$ cat src/rtl/handshake_constant_pkg.sv
// Shared types and helpers for the registered handshake constant producers.
package handshake_constant_pkg;

    localparam int unsigned MAX_REPEAT = 65535;

    typedef enum logic [0:0] {
        IDLE = 1'b0,
        EMIT = 1'b1
    } state_t;

    function automatic int unsigned cnt_width(input int unsigned rep);
        return $clog2(rep + 1);
    endfunction

endpackage

$ cat src/rtl/handshake_constant_out_reg.sv
// One-slot registered handshake output stage (data, valid, optional last).
// The last flag exists only when HANDSHAKE_CONSTANT_LAST_EN is defined.
module handshake_constant_out_reg #(
    parameter int unsigned DATA_WIDTH = 32
) (
    input  logic                  clk,
    input  logic                  rst,
    input  logic                  load,
    input  logic                  drain,
    input  logic [DATA_WIDTH-1:0] data,
`ifdef HANDSHAKE_CONSTANT_LAST_EN
    input  logic                  last,
    output logic                  outs_last,
`endif
    output logic                  load_en,
    output logic [DATA_WIDTH-1:0] outs,
    output logic                  outs_valid
);

    // Slot is free when empty or being drained in this same cycle.
    assign load_en = !outs_valid || drain;

    always_ff @(posedge clk) begin
        if (rst) begin
            outs_valid <= 1'b0;
            outs       <= '0;
`ifdef HANDSHAKE_CONSTANT_LAST_EN
            outs_last  <= 1'b0;
`endif
        end else if (load && load_en) begin
            outs_valid <= 1'b1;
            outs       <= data;
`ifdef HANDSHAKE_CONSTANT_LAST_EN
            outs_last  <= last;
`endif
        end else if (drain) begin
            outs_valid <= 1'b0;
        end
    end

endmodule

$ cat src/rtl/handshake_constant_repeat.sv
// Registered burst generator: each ctrl token yields REPEAT tokens VALUE + k*STEP.
// Optional outs_last port enabled by HANDSHAKE_CONSTANT_LAST_EN.
module handshake_constant_repeat
    import handshake_constant_pkg::*;
#(
    parameter int unsigned DATA_WIDTH = 32,
    parameter logic [31:0] VALUE      = 32'hFFFFFFFD,
    parameter int unsigned REPEAT     = 1,
    parameter logic [31:0] STEP       = 32'h0
) (
    input  logic                  clk,
    input  logic                  rst,
    input  logic                  ctrl_valid,
    output logic                  ctrl_ready,
    output logic [DATA_WIDTH-1:0] outs,
    output logic                  outs_valid,
`ifdef HANDSHAKE_CONSTANT_LAST_EN
    output logic                  outs_last,
`endif
    input  logic                  outs_ready
);

    localparam int unsigned           CNT_W = cnt_width(REPEAT);
    localparam logic [DATA_WIDTH-1:0] VAL   = DATA_WIDTH'(VALUE);
    localparam logic [DATA_WIDTH-1:0] STP   = DATA_WIDTH'(STEP);

    generate
        if (REPEAT == 0 || REPEAT > MAX_REPEAT) begin : g_bad_repeat
            $error("handshake_constant_repeat: REPEAT must be in 1..65535");
        end
    endgenerate

    state_t                  state;
    logic [CNT_W-1:0]        cnt;
    logic [DATA_WIDTH-1:0]   acc;
    logic                    load_en;
    logic                    ctrl_fire;
    logic                    load;
    logic [DATA_WIDTH-1:0]   load_data;

    assign ctrl_ready = !rst && (state == IDLE) && load_en;
    assign ctrl_fire  = ctrl_valid && ctrl_ready;
    assign load       = ctrl_fire || ((state == EMIT) && load_en);
    assign load_data  = (state == IDLE) ? VAL : acc;

`ifdef HANDSHAKE_CONSTANT_LAST_EN
    logic load_last;
    assign load_last = (state == IDLE) ? (REPEAT == 1) : (cnt == CNT_W'(1));
`endif

    always_ff @(posedge clk) begin
        if (rst) begin
            state <= IDLE;
            cnt   <= '0;
            acc   <= '0;
        end else begin
            case (state)
                IDLE: begin
                    if (ctrl_fire && REPEAT > 1) begin
                        acc   <= VAL + STP;
                        cnt   <= CNT_W'(REPEAT - 1);
                        state <= EMIT;
                    end
                end
                EMIT: begin
                    if (load_en) begin
                        acc <= acc + STP;
                        cnt <= cnt - CNT_W'(1);
                        if (cnt == CNT_W'(1)) begin
                            state <= IDLE;
                        end
                    end
                end
            endcase
        end
    end

    handshake_constant_out_reg #(
        .DATA_WIDTH(DATA_WIDTH)
    ) u_out_reg (
        .clk        (clk),
        .rst        (rst),
        .load       (load),
        .drain      (outs_ready),
        .data       (load_data),
`ifdef HANDSHAKE_CONSTANT_LAST_EN
        .last       (load_last),
        .outs_last  (outs_last),
`endif
        .load_en    (load_en),
        .outs       (outs),
        .outs_valid (outs_valid)
    );

endmodule

$ cat config.mk
export PLATFORM = sky130hd
export DESIGN_NAME = handshake_constant_repeat
export DESIGN_NICKNAME = d
export VERILOG_FILES = /design/src/rtl/handshake_constant_pkg.sv /design/src/rtl/handshake_constant_out_reg.sv /design/src/rtl/handshake_constant_repeat.sv
export SDC_FILE = /design/constraint.sdc
export NUM_CORES = 1
export LEC_CHECK = 0
export BUFFER_PORTS_ARGS = -buffer_cell sky130_fd_sc_hd__buf_2
export CELL_PAD_IN_SITES_DETAIL_PLACEMENT = 0
export CELL_PAD_IN_SITES_GLOBAL_PLACEMENT = 1
export CORE_MARGIN = 4
export CORE_UTILIZATION = 37
export DETAILED_ROUTE_END_ITERATION = 6
export PLACE_DENSITY_LB_ADDON = 0.1
export SLEW_MARGIN = 10
export SYNTH_ARGS = -nofsm -noshare
export SYNTH_HDL_FRONTEND = slang
export SYNTH_HIERARCHICAL = 1
export SYNTH_SLANG_ARGS = --single-unit
$ cat constraint.sdc
create_clock -name clk -period 1.7 [get_ports clk]
set_input_delay 0.17 -clock clk [delete_from_list [all_inputs] [get_ports clk]]
set_output_delay 0.17 -clock clk [all_outputs]
set_load 0.05 [all_outputs]
==> flow_summary.ini <==
[run_status]
status = complete, no violations

[power_and_ir_drop]
p_per_area_nw_per_um2 = 1030
p_total_mw = 1.92
ir_drop_v = 0.000505
leakagePower_nw = 0.821

[synth]
synth_top_area_share_pct = 45.2
synth_seq_cells = 35
synth_edf_count = 0
yosysTopAreaCell = dfxtp_1
syn_area_per_cell_um2 = 9.64
syn-num-nets = 165
syn-instance-count = 161
yosysSeqAreaShare_pct = 45.2
async_flop_share_pct = 0
synth.most_common_cell = dfxtp_1
ys_top_cells_by_area = dfxtp_1 45%, a21bo_2 17%, nand3_1 10%
synth.distinct_cells = 18
yosysWarnings = 6
netlist_area_um2 = 1550
synth_common_cells = 35 x dfxtp_1, 32 x nand3_1, 27 x a21oi_1
synth_ff_type = dfxtp_1

[global_routing]
antenna_found_initial = 0
first_global_vias = 1104
grt_usage_pct = 13.2
grt_max_degree = 56
overflow = 0
grt_pass1_wl_um = 5420

[worst_setup_path]
path_class = reg -> out
regToRegEndpoint = u_out_reg/outs[2]
worstPathArrival_ps = 1270
critPathLaunch = u_out_reg/outs_valid
end_kind = primary output
start_kind = register
critPathMaxFanout = 17
r2r-start = u_out_reg/outs_valid
worst_ep_required_time_ps = 1530
rr_worst_depth = 5
r2r_slack_ps = 310
crit_path_end = ctrl_ready

[routing]
wirelength_um = 3220
drtPass1Iterations = 4
vias = 1235
drcViolationCount = 0
antenna_left = 0
avgRoutedWirePerCell_um = 13.2
drt_iter0_drc = 71
via_per_inst = 5.06

[job]
maxCapViolCount = 0

[die]
die_y_um = 72.8
rows = 23
die_x_um = 72.8
initial_core_util_pct = 38.5
core_area_um2 = 4030
die_area_um2 = 5290
io_pins = 38

[clock_tree]
path_clk_slew_ps = 70
cts_resized = 0
clockBufferDepth = 2
cts_root_buf = clkbuf_8
cts_buffers = 5
htree_levels = 2
cts_sinks = 35
postCtsSetupRepairBufs = 0
clkLatencyLatePin_ps = 280
cts_hold_buf = 0
cts_tree = yes

[timing]
fmax_ghz = 0.697
final.period_utilization_pct = 84.4
finalHoldViolCount = 0
timing.hold.ws_ps = 331
setup_viol = 0
worst_clock_skew_ps = 1.81
finalWorstPathRequiredPeriod_ps = 1440
drv_slew = 0
setup-tns-final_ps = 0
rsz0062_at_grt = no

[finish]
drive_above_1_share_pct = 44.8
final_nets = 197
area_growth_pct = 19.9
antenna_cells = 0

[place]
gp_congestion = 0.749
hpwl_um = 1990
port_buffers = 37

[hold_path]
hp-class = in -> reg
==> critical path, cell delays in order, from the launching register on <==
cell,delay [ps]
dfxtp_4,350
nand2b_4,160
nor3b_2,190
buf_2,280
==> where the power goes <==
group | internal (mW) | switching (mW) | total (mW)
combinational | 0.137 | 0.313 | 0.450
sequential | 0.874 | 0.0218 | 0.896
clock | 0.287 | 0.286 | 0.573
==> layer usage <==
metal	GRT usage (%)	vias up	share of wire [%]
li1	-	632	-
met1	18.0	568	46
met2	18.8	33	47
met3	5.37	2	6.6
met4	4.30	0	0.62
met5	0	-	0
==> flip-flops by register name, summed over array words and instances (netlist names) <==
| name | flops |
|---|---|
| u_out_reg/outs | 32 |
| cnt | 1 |
| state | 1 |
| u_out_reg/outs_valid | 1 |
==> worst min-delay path by stage <==
stage,from,to,cells after the start
after floorplan,rst,cnt,1
after global placement,cnt,state,1
after detailed placement,cnt,state,1
after CTS,outs_ready,state,3
after global routing,outs_ready,state,3
final,outs_ready,state,3
==> area by class of cell <==
| cell class | instances | area (µm²) |
|---|---|---|
| Clock buffer | 7 | 76.3 |
| Clock inverter | 1 | 5.00 |
| Fill cell | 400 | 2170 |
| Inverter | 2 | 7.51 |
| Multi-Input combinational cell | 106 | 762 |
| Sequential cell | 35 | 704 |
| Tap cell | 50 | 62.6 |
| Timing Repair Buffer | 43 | 243 |
==> cell usage in the layout, fill, tap and decap left out, drive strengths merged <==
master / netlist / routed
inv: 2 / 2
a21bo: 33 / 33
conb: 1 / 1
clkinv: 0 / 1
a21oi: 34 / 34
nand3b: 1 / 1
a21boi: 1 / 1
nand3: 32 / 32
a211oi: 1 / 1
buf: 13 / 43
nor3b: 1 / 1
nand2b: 2 / 2
dfxtp: 35 / 35
clkbuf: 5 / 7
==> per-stage QoR <==
step,std cells,worst slack (ps),util (%),instance area [µm²]
floorplan,161,5.04,-,1560
global placement,236,388,44.2,1780
detailed placement,236,322,44.2,1780
CTS,244,238,46.2,1860
global route,244,183,46.2,1860
finish,244,265,46.2,1860
==> logic make-up (layout without fill, tap and decap cells) <==
group	Yosys count	after routing	share of synthesized area [%]
AO/OA/AOI/OAI	69	69	35.2
other	1	1	0.242
AND/OR/NAND/NOR	36	36	12.6
flip-flops	35	35	45.2
buffers and inverters	20	53	6.77
(Power assumes the default switching activity.)
